===== src/rtl/lif_neuron_array.sv =====
// Time-multiplexed leaky integrate-and-fire neuron array.
// One datapath sweeps all neurons per step pulse.
//
// Ports:
//   clk, reset          clock, async active-high reset
//   in_valid/in_ready   input current event handshake
//   in_id, in_current   target neuron and current to add
//   step                timestep pulse, starts a sweep
//   threshold           spike threshold
//   refractory_period   silent steps after a spike
//   out_valid/out_ready spike event handshake
//   out_id              spiking neuron index
//   sweep_done          pulse when a sweep finishes
//   step_overrun        sticky, a step was dropped
//   rd_id/rd_potential  registered debug read of potential
module lif_neuron_array #(
  parameter int N_NEURONS = 16,
  parameter int ID_W = $clog2(N_NEURONS),
  parameter int DATA_W = 16,
  parameter int REF_W = 8,
  parameter int LEAK_SHIFT = 4,
  parameter logic [DATA_W-1:0] V_RESET = '0
) (
  input  logic              clk,
  input  logic              reset,
  input  logic              in_valid,
  output logic              in_ready,
  input  logic [ID_W-1:0]   in_id,
  input  logic [DATA_W-1:0] in_current,
  input  logic              step,
  input  logic [DATA_W-1:0] threshold,
  input  logic [REF_W-1:0]  refractory_period,
  output logic              out_valid,
  input  logic              out_ready,
  output logic [ID_W-1:0]   out_id,
  output logic              sweep_done,
  output logic              step_overrun,
  input  logic [ID_W-1:0]   rd_id,
  output logic [DATA_W-1:0] rd_potential
);

  typedef enum logic [1:0] {
    IDLE,
    SWEEP,
    EMIT
  } state_t;

  state_t            state_q;
  logic [ID_W-1:0]   idx_q;
  logic              pending_q;
  logic              out_valid_q;
  logic [ID_W-1:0]   out_id_q;
  logic              sweep_done_q;
  logic              overrun_q;
  logic [DATA_W-1:0] rd_q;
  logic [DATA_W-1:0] v_q   [N_NEURONS];
  logic [REF_W-1:0]  ref_q [N_NEURONS];

  logic              in_hit;
  logic              accept;
  logic [DATA_W-1:0] in_v;
  logic [REF_W-1:0]  in_ref;
  logic [DATA_W:0]   sum;
  logic [DATA_W-1:0] sat;
  logic [DATA_W-1:0] cur_v;
  logic [REF_W-1:0]  cur_ref;
  logic [DATA_W-1:0] vl;
  logic              last;
  logic              spike_now;
  logic              adv;
  logic [DATA_W-1:0] rd_val;

  assign in_ready = (state_q == IDLE);
  assign accept   = in_valid && in_ready;
  assign in_hit   = int'(in_id) < N_NEURONS;
  assign in_v     = in_hit ? v_q[in_id] : '0;
  assign in_ref   = in_hit ? ref_q[in_id] : '0;
  assign sum      = {1'b0, in_v} + {1'b0, in_current};
  assign sat      = sum[DATA_W] ? '1 : sum[DATA_W-1:0];

  assign cur_v   = v_q[idx_q];
  assign cur_ref = ref_q[idx_q];

  generate
    if (LEAK_SHIFT == 0) begin : g_full_leak
      assign vl = '0;
    end else begin : g_shift_leak
      assign vl = cur_v - (cur_v >> LEAK_SHIFT);
    end
  endgenerate

  assign last = (idx_q == ID_W'(N_NEURONS - 1));

  assign spike_now = (state_q == SWEEP)
                  && (cur_ref == '0)
                  && (vl >= threshold);

  // Neuron idx is finished: either processed without
  // a spike, or its spike has been handed off.
  assign adv = ((state_q == SWEEP) && !spike_now)
            || ((state_q == EMIT) && out_ready);

  assign rd_val = (int'(rd_id) < N_NEURONS) ? v_q[rd_id] : '0;

  always_ff @(posedge clk or posedge reset) begin
    if (reset) begin
      for (int i = 0; i < N_NEURONS; i++) begin
        v_q[i]   <= V_RESET;
        ref_q[i] <= '0;
      end
      state_q      <= IDLE;
      idx_q        <= '0;
      pending_q    <= 1'b0;
      out_valid_q  <= 1'b0;
      out_id_q     <= '0;
      sweep_done_q <= 1'b0;
      overrun_q    <= 1'b0;
      rd_q         <= '0;
    end else begin
      sweep_done_q <= 1'b0;
      rd_q         <= rd_val;

      // Only one step may queue behind a running sweep.
      if (step && state_q != IDLE) begin
        if (pending_q) overrun_q <= 1'b1;
        else           pending_q <= 1'b1;
      end

      unique case (state_q)
        IDLE: begin
          if (accept && in_hit && in_ref == '0)
            v_q[in_id] <= sat;
          if (step || pending_q) begin
            if (step && pending_q) overrun_q <= 1'b1;
            pending_q <= 1'b0;
            idx_q     <= '0;
            state_q   <= SWEEP;
          end
        end
        SWEEP: begin
          if (cur_ref != '0) begin
            ref_q[idx_q] <= cur_ref - REF_W'(1);
          end else if (spike_now) begin
            v_q[idx_q]   <= V_RESET;
            ref_q[idx_q] <= refractory_period;
            out_valid_q  <= 1'b1;
            out_id_q     <= idx_q;
            state_q      <= EMIT;
          end else begin
            v_q[idx_q] <= vl;
          end
        end
        EMIT: begin
          if (out_ready) out_valid_q <= 1'b0;
        end
        default: state_q <= IDLE;
      endcase

      if (adv) begin
        if (last) begin
          sweep_done_q <= 1'b1;
          state_q      <= IDLE;
        end else begin
          idx_q   <= idx_q + ID_W'(1);
          state_q <= SWEEP;
        end
      end
    end
  end

  assign out_valid    = out_valid_q;
  assign out_id       = out_id_q;
  assign sweep_done   = sweep_done_q;
  assign step_overrun = overrun_q;
  assign rd_potential = rd_q;

endmodule


===== config.mk =====
export PLATFORM = sky130hd
export DESIGN_NAME = lif_neuron_array
export DESIGN_NICKNAME = d
export VERILOG_FILES = /design/src/rtl/lif_neuron_array.sv
export SDC_FILE = /design/constraint.sdc
export NUM_CORES = 1
export LEC_CHECK = 0
export CORE_MARGIN = 3
export CORE_UTILIZATION = 35
export DETAILED_ROUTE_END_ITERATION = 10
export PLACE_DENSITY = 0.58
export SLEW_MARGIN = 20
export SYNTH_ARGS = -nofsm -noshare
export SYNTH_HDL_FRONTEND = slang
export SYNTH_SLANG_ARGS = --single-unit

===== constraint.sdc =====
create_clock -name clk -period 23.1 [get_ports clk]
set_input_delay 5.775 -clock clk [delete_from_list [all_inputs] [get_ports clk]]
set_output_delay 5.775 -clock clk [all_outputs]
set_load 0.005 [all_outputs]

==> results.toml <==
[yosys]
synth_xor_area_share_pct = 0.867
synth_top_family_by_area = "multiplexers"
syn_area_sq_um = 27100
synthMuxAreaShare_pct = 28.2
synth_top_area_share_pct = 38.2
syn_nets = 2507
synth_area_leaders = "dfrtp_1 (38%), mux4_2 (23%), mux2_2 (5.4%), o21ai_0 (4.8%), nand2_1 (4.6%)"
synth_fa_ha_area_share_pct = 2.45
synth_warnings = 0
ys.flop_type = "dfrtp_1"
synthSimpleGateAreaFrac_pct = 8.45
synthCells = 2402
ys_ff_latch = 414
synthArstFlopShare_pct = 100
synth-compound-area-share_pct = 17.7
synth-edff-count = 0
synth_seq_area_share_pct = 38.2
yosysTopAreaCell = "dfrtp_1"
avgSynthCellArea_sq_um = 11.3
synth_cell_type_count = 72

[clock_tree]
cts-root-buf = "clkbuf_16"
cts_tree = "built"
hold_buffers = 0
htreeDepth = 2
clkTransAtPathRegs_ns = 0.06
post_cts_buffers = 0
cts_resized = 0
cts_sinks = 414
numCtsBuffers = 50
clock_path_buffers = 3
worstSkewPairLatency_ns = 0.63

[critical_path]
slowest_stage = "buf_4"
cp.arrival_ns = 11.22
crit_chain = "buf_4 > buf_4 > mux4_2 > mux4_2 > ha_1 > a21o_1 > or3_1 > o21a_1 > a221o_1 > a31o_2 > nor2_2 > o22a_1 > o21ai_0"
cp_slowest_stage_delay_ns = 0.76
cp_max_fo = 44
r2r_setup_slack_ns = 12.79
r2r_end = "v_q[217]"
cp.required_ns = 23.56
worstSetupPathType = "in2reg"
reg2reg_depth = 24
cp-end-kind = "flop"
start_kind = "input port"
worstReg2RegStart = "idx_q[0]"

[cells_and_area]
areaGrowthSynthToFinish_pct = 15.4
layout.nets = 2544
fillerInstances = 7216
drive_gt1_share_pct = 27.7

[floorplanning]
die_h_um = 284
start_util_pct = 35.5
pin_count = 77
die_width_um = 284
die_area_sq_um = 80900
core_sq_um = 76300
fp-row-count = 101

[hold_path]
worstHoldStart = "step_overrun"
min_to = "step_overrun"
hold_class = "reg2reg"
worstHoldPathCells = 1

[sta]
slew_violations = 0
finClkSkew_ns = 0.0296
period_share_pct = 46.6
fmax_mhz = 92.9
fin_crit_ns = 10.76
maxSlewHeadroom_pct = 11.8
setup_tns_ns = 0
setup_viol = 0
rsz0062_at_grt = "false"
hold_viol_final = 0
worstMarginPinSlew_ns = 1.31

[routing]
viasPerCell = 6.77
wl_um = 116000
drc = 0
dr_total_vias = 23800
final_antenna_net_count = 0
wire_per_inst_um = 33.0
drtIter0Drc = 3555
first_pass_iters = 6

[global_route]
track_usage_pct = 28.1
grt_pass1_wl_um = 166000
grt_pass1_vias = 23500
grt_overflow = 0
antenna_found_initial = 9
grt_max_degree = 132

[placement]
portBuffers = 76
gp_congestion = 0.997
dp_hpwl_um = 76200

[status]
outcome = "completed"

[run]
maxCapViolations = 0
==> synthesized netlist by cell type (7+ instances only) <==
master	number
a211oi_1	20
a21o_1	11
a21oi_1	43
a22o_1	7
a22oi_1	132
a2bb2oi_1	80
a31oi_1	8
buf_1	32
buf_2	24
buf_6	12
clkbuf_1	124
dfrtp_1	414
ha_1	50
inv_1	66
mux2_2	129
mux4_2	274
nand2_1	334
nand2_2	12
nand2b_1	9
nand3_1	21
nor2_1	59
nor2b_1	10
nor3_1	11
nor4_1	31
o211ai_1	10
o21ai_0	258
o21ai_1	42
o22a_1	48
o31ai_1	17
xnor2_1	18
xor2_1	7
==> cell type report <==
class                   instances  area, sq um  share of cell area, %
diodes                          6         15.0                 0.0480
inverters                      66          255                  0.815
flip-flops and latches        414        10400                   33.1
repair buffers                182         1620                   5.17
well taps                    1030         1290                   4.12
clock buffers                  78         1530                   4.88
multi-input cells            1725        16000                   51.3
clock inverters                15          180                  0.576
==> cell families (layout without fill, tap and decap cells) <==
group,after synthesis,count (layout)
compound gates,720,720
xor+xnor,26,26
fa+ha+maj,52,52
buf+inv,263,341
flops,414,414
mux,406,406
other cells,0,6
simple gates,521,521
==> routing by layer <==
layer | global-route usage [%] | routed length, um | up-vias
met5 | 0 | 24 | -
li1 | - | - | 9357
met1 | 35.1 | 41700 | 12000
met3 | 11.7 | 16500 | 509
met2 | 40.6 | 49300 | 1910
met4 | 16.9 | 8700 | 4
==> layout by cell type (no fill, tap or decap), types with 8 or more instances in the layout <==
| master | instances |
|---|---|
| a21o_1 | 11 |
| a21oi_1 | 42 |
| nand2_1 | 334 |
| clkbuf_1 | 11 |
| nor3_1 | 11 |
| o21ai_1 | 42 |
| nor2_1 | 50 |
| clkdlybuf4s50_1 | 70 |
| a31oi_1 | 8 |
| o211ai_1 | 10 |
| nor4_1 | 31 |
| ha_1 | 50 |
| o22a_1 | 48 |
| buf_4 | 98 |
| clkbuf_16 | 50 |
| mux2_2 | 129 |
| o21ai_0 | 252 |
| nand2_2 | 12 |
| xnor2_1 | 17 |
| inv_1 | 65 |
| o21ai_2 | 11 |
| nor2_2 | 8 |
| nor2b_1 | 10 |
| o31ai_2 | 12 |
| a211oi_4 | 16 |
| dfrtp_1 | 411 |
| a22oi_1 | 132 |
| nand3_1 | 21 |
| mux4_2 | 274 |
| a2bb2oi_1 | 80 |
| nand2b_1 | 8 |
| clkbuf_8 | 17 |
==> worst max-delay path: cells and delay by family <==
kind            cells  cell delay (ns)
buf+inv             2             1.43
simple gates        2             1.03
compound gates      6             1.44
mux                 2             1.10
fa+ha+maj           1             0.35
==> worst max path at each step <==
stage,slack (ns),from,endpoint
2_1_floorplan,5.80,reset,idx_q[0]
3_3_place_gp,11.61,in_id[0],v_q[89]
4_1_cts,12.12,in_id[0],v_q[250]
5_1_grt,12.03,in_id[0],v_q[154]
3_5_place_dp,11.49,in_id[0],v_q[138]
6_report,12.34,in_id[0],v_q[169]
==> stage by stage <==
step / utilization, % / setup slack (ns) / cells / hold WS, ns / area (sq um)
6_report: 41.0 / 12.34 / 3516 / 0.471 / 31300
4_1_cts: 40.8 / 12.12 / 3504 / 0.478 / 31200
3_3_place_gp: 38.4 / 11.61 / 3406 / 0.445 / 29300
3_5_place_dp: 38.6 / 11.49 / 3411 / 0.453 / 29500
5_1_grt: 41.0 / 12.03 / 3510 / 0.487 / 31300
2_1_floorplan: - / 5.80 / 2402 / 0.451 / 27100
==> registers in the layout, summed over array words and instances (netlist names), 2 cells and up <==
signal,flops
idx_q,4
out_id,4
rd_potential,16
ref_q,128
state_q,2
v_q,256
Power is not shown: default switching activity piles up to over one toggle a cycle in this logic, so the estimate is an artifact.
==> RTL change: new RTL, same settings <==
Change the parameter `DATA_W` from 16 to 14.
--- a/src/rtl/lif_neuron_array.sv
+++ b/src/rtl/lif_neuron_array.sv
@@ -18,3 +18,3 @@
   parameter int ID_W = $clog2(N_NEURONS),
-  parameter int DATA_W = 16,
+  parameter int DATA_W = 14,
   parameter int REF_W = 8,
Interface: changed (resized in_current, rd_potential and threshold); port bits go from 77 to 71. The function was not compared with the original's and may differ.
==> RTL change against the original RTL <==
Critical path depth rose by 2; count of clock-buffer cells in the layout down 15; area after synthesis fell by 8.4%; setup slack better by 340 ps; routed wire length fell by 17%; design area fell by 11%; sequential cell count fell by 34; maximum frequency grew 3.2%; non-clock buffer count decreased by 60; final cell count shrank 11%; largest cell class unchanged.
==> RTL change: results (changes against the original RTL) <==
clock_tree:
  clock_latency_ps: 590  # was 630 ps
  cts_buffers: 44  # was 50
global_routing:
  grt_max_degree: 115  # was 132
  grtUsageMet3: 0.07726  # was 0.1171
  grt_pass1_vias: 20973  # was 23532
  grt_pass1_wl_um: 141700  # was 166200 µm
run_status:
  status: "complete, no violations"  # unchanged
yosys:
  synth-seq-area-share: 0.3826  # was 0.3818
  synth-xor-area-share: 0.008055  # was 0.008670
  synthMuxAreaShare: 0.2842  # was 0.2821
  synthAdderAreaFrac: 0.02326  # was 0.02453
  synth_cell_types: 82  # was 72
  synth_compound_area_frac: 0.1589  # was 0.1769
  synth_common_cells: "dfrtp_1 (380), nand2_1 (309), mux4_2 (226), a22oi_1 (168), o21ai_0 (149)"  # was dfrtp_1 (414), nand2_1 (334), mux4_2 (274), o21ai_0 (258), a22oi_1 (132)
detailed_routing:
  wl_met2_um: 43600  # was 49320 µm
  drt_iter0_drc: 3019  # was 3555
  route.met3.wl_um: 11670  # was 16460 µm
  maxUsedRoutingLayer: "met4"  # was met5
  drtPass1Iterations: 8  # was 6
cells_and_area:
  clock_buffers: 63  # was 78
  multi_input_cells: 1578  # was 1725
  inv_count: 40  # was 66
  layout.nonclk_buf_frac: 0.03859  # was 0.05168
  fill_cells: 6718  # was 7216
  multi_input_area_share: 0.5171  # was 0.5127
sta:
  whs_ps: 481.8  # was 470.8 ps
  worst_pin_slew_ps: 1154  # was 1314 ps
worst_setup_path:
  r2r-end: "v_q[111]"  # was v_q[217]
  endpoint: "v_q[221]"  # was v_q[169]
  arrival_ps: 10840  # was 11220 ps
place:
  dpl.hpwl_um: 63850  # was 76170 µm
  place.gp.congestion: 0.9457  # was 0.9966
-- RTL change: changes by cell type in the layout (fill, tap and decap cells not counted), sizes merged, moves of 30 or more --
cell / unedited run / this run
dfrtp: 414 / 380
inv: 69 / 39
nand2: 349 / 319
buf: 112 / 58
a2bb2oi: 80 / 1
o21ai: 305 / 268
mux4: 274 / 244
a22oi: 132 / 177
-- RTL change: through the flow --
stage | cells | setup slack, ps | power (mW)
floorplan | 2197 | 6768 | 2.651
finish | 3142 | 12680 | 4.185
global route | 3139 | 12380 | 4.378
CTS | 3139 | 12710 | 4.127
global placement | 3060 | 12200 | 3.333
detailed placement | 3060 | 12100 | 3.391
-- RTL change: worst max-delay path, stage by stage --
cell and delay (ps):
buf_4 620, buf_4 630, mux4_2 580, mux4_2 480
ha_1 340, and2_1 170, or2_2 280, nand2_1 100
a31oi_1 140, a21o_1 210, a21oi_1 170, buf_4 230
nand2_1 530, a22oi_1 380, o21ai_0 120
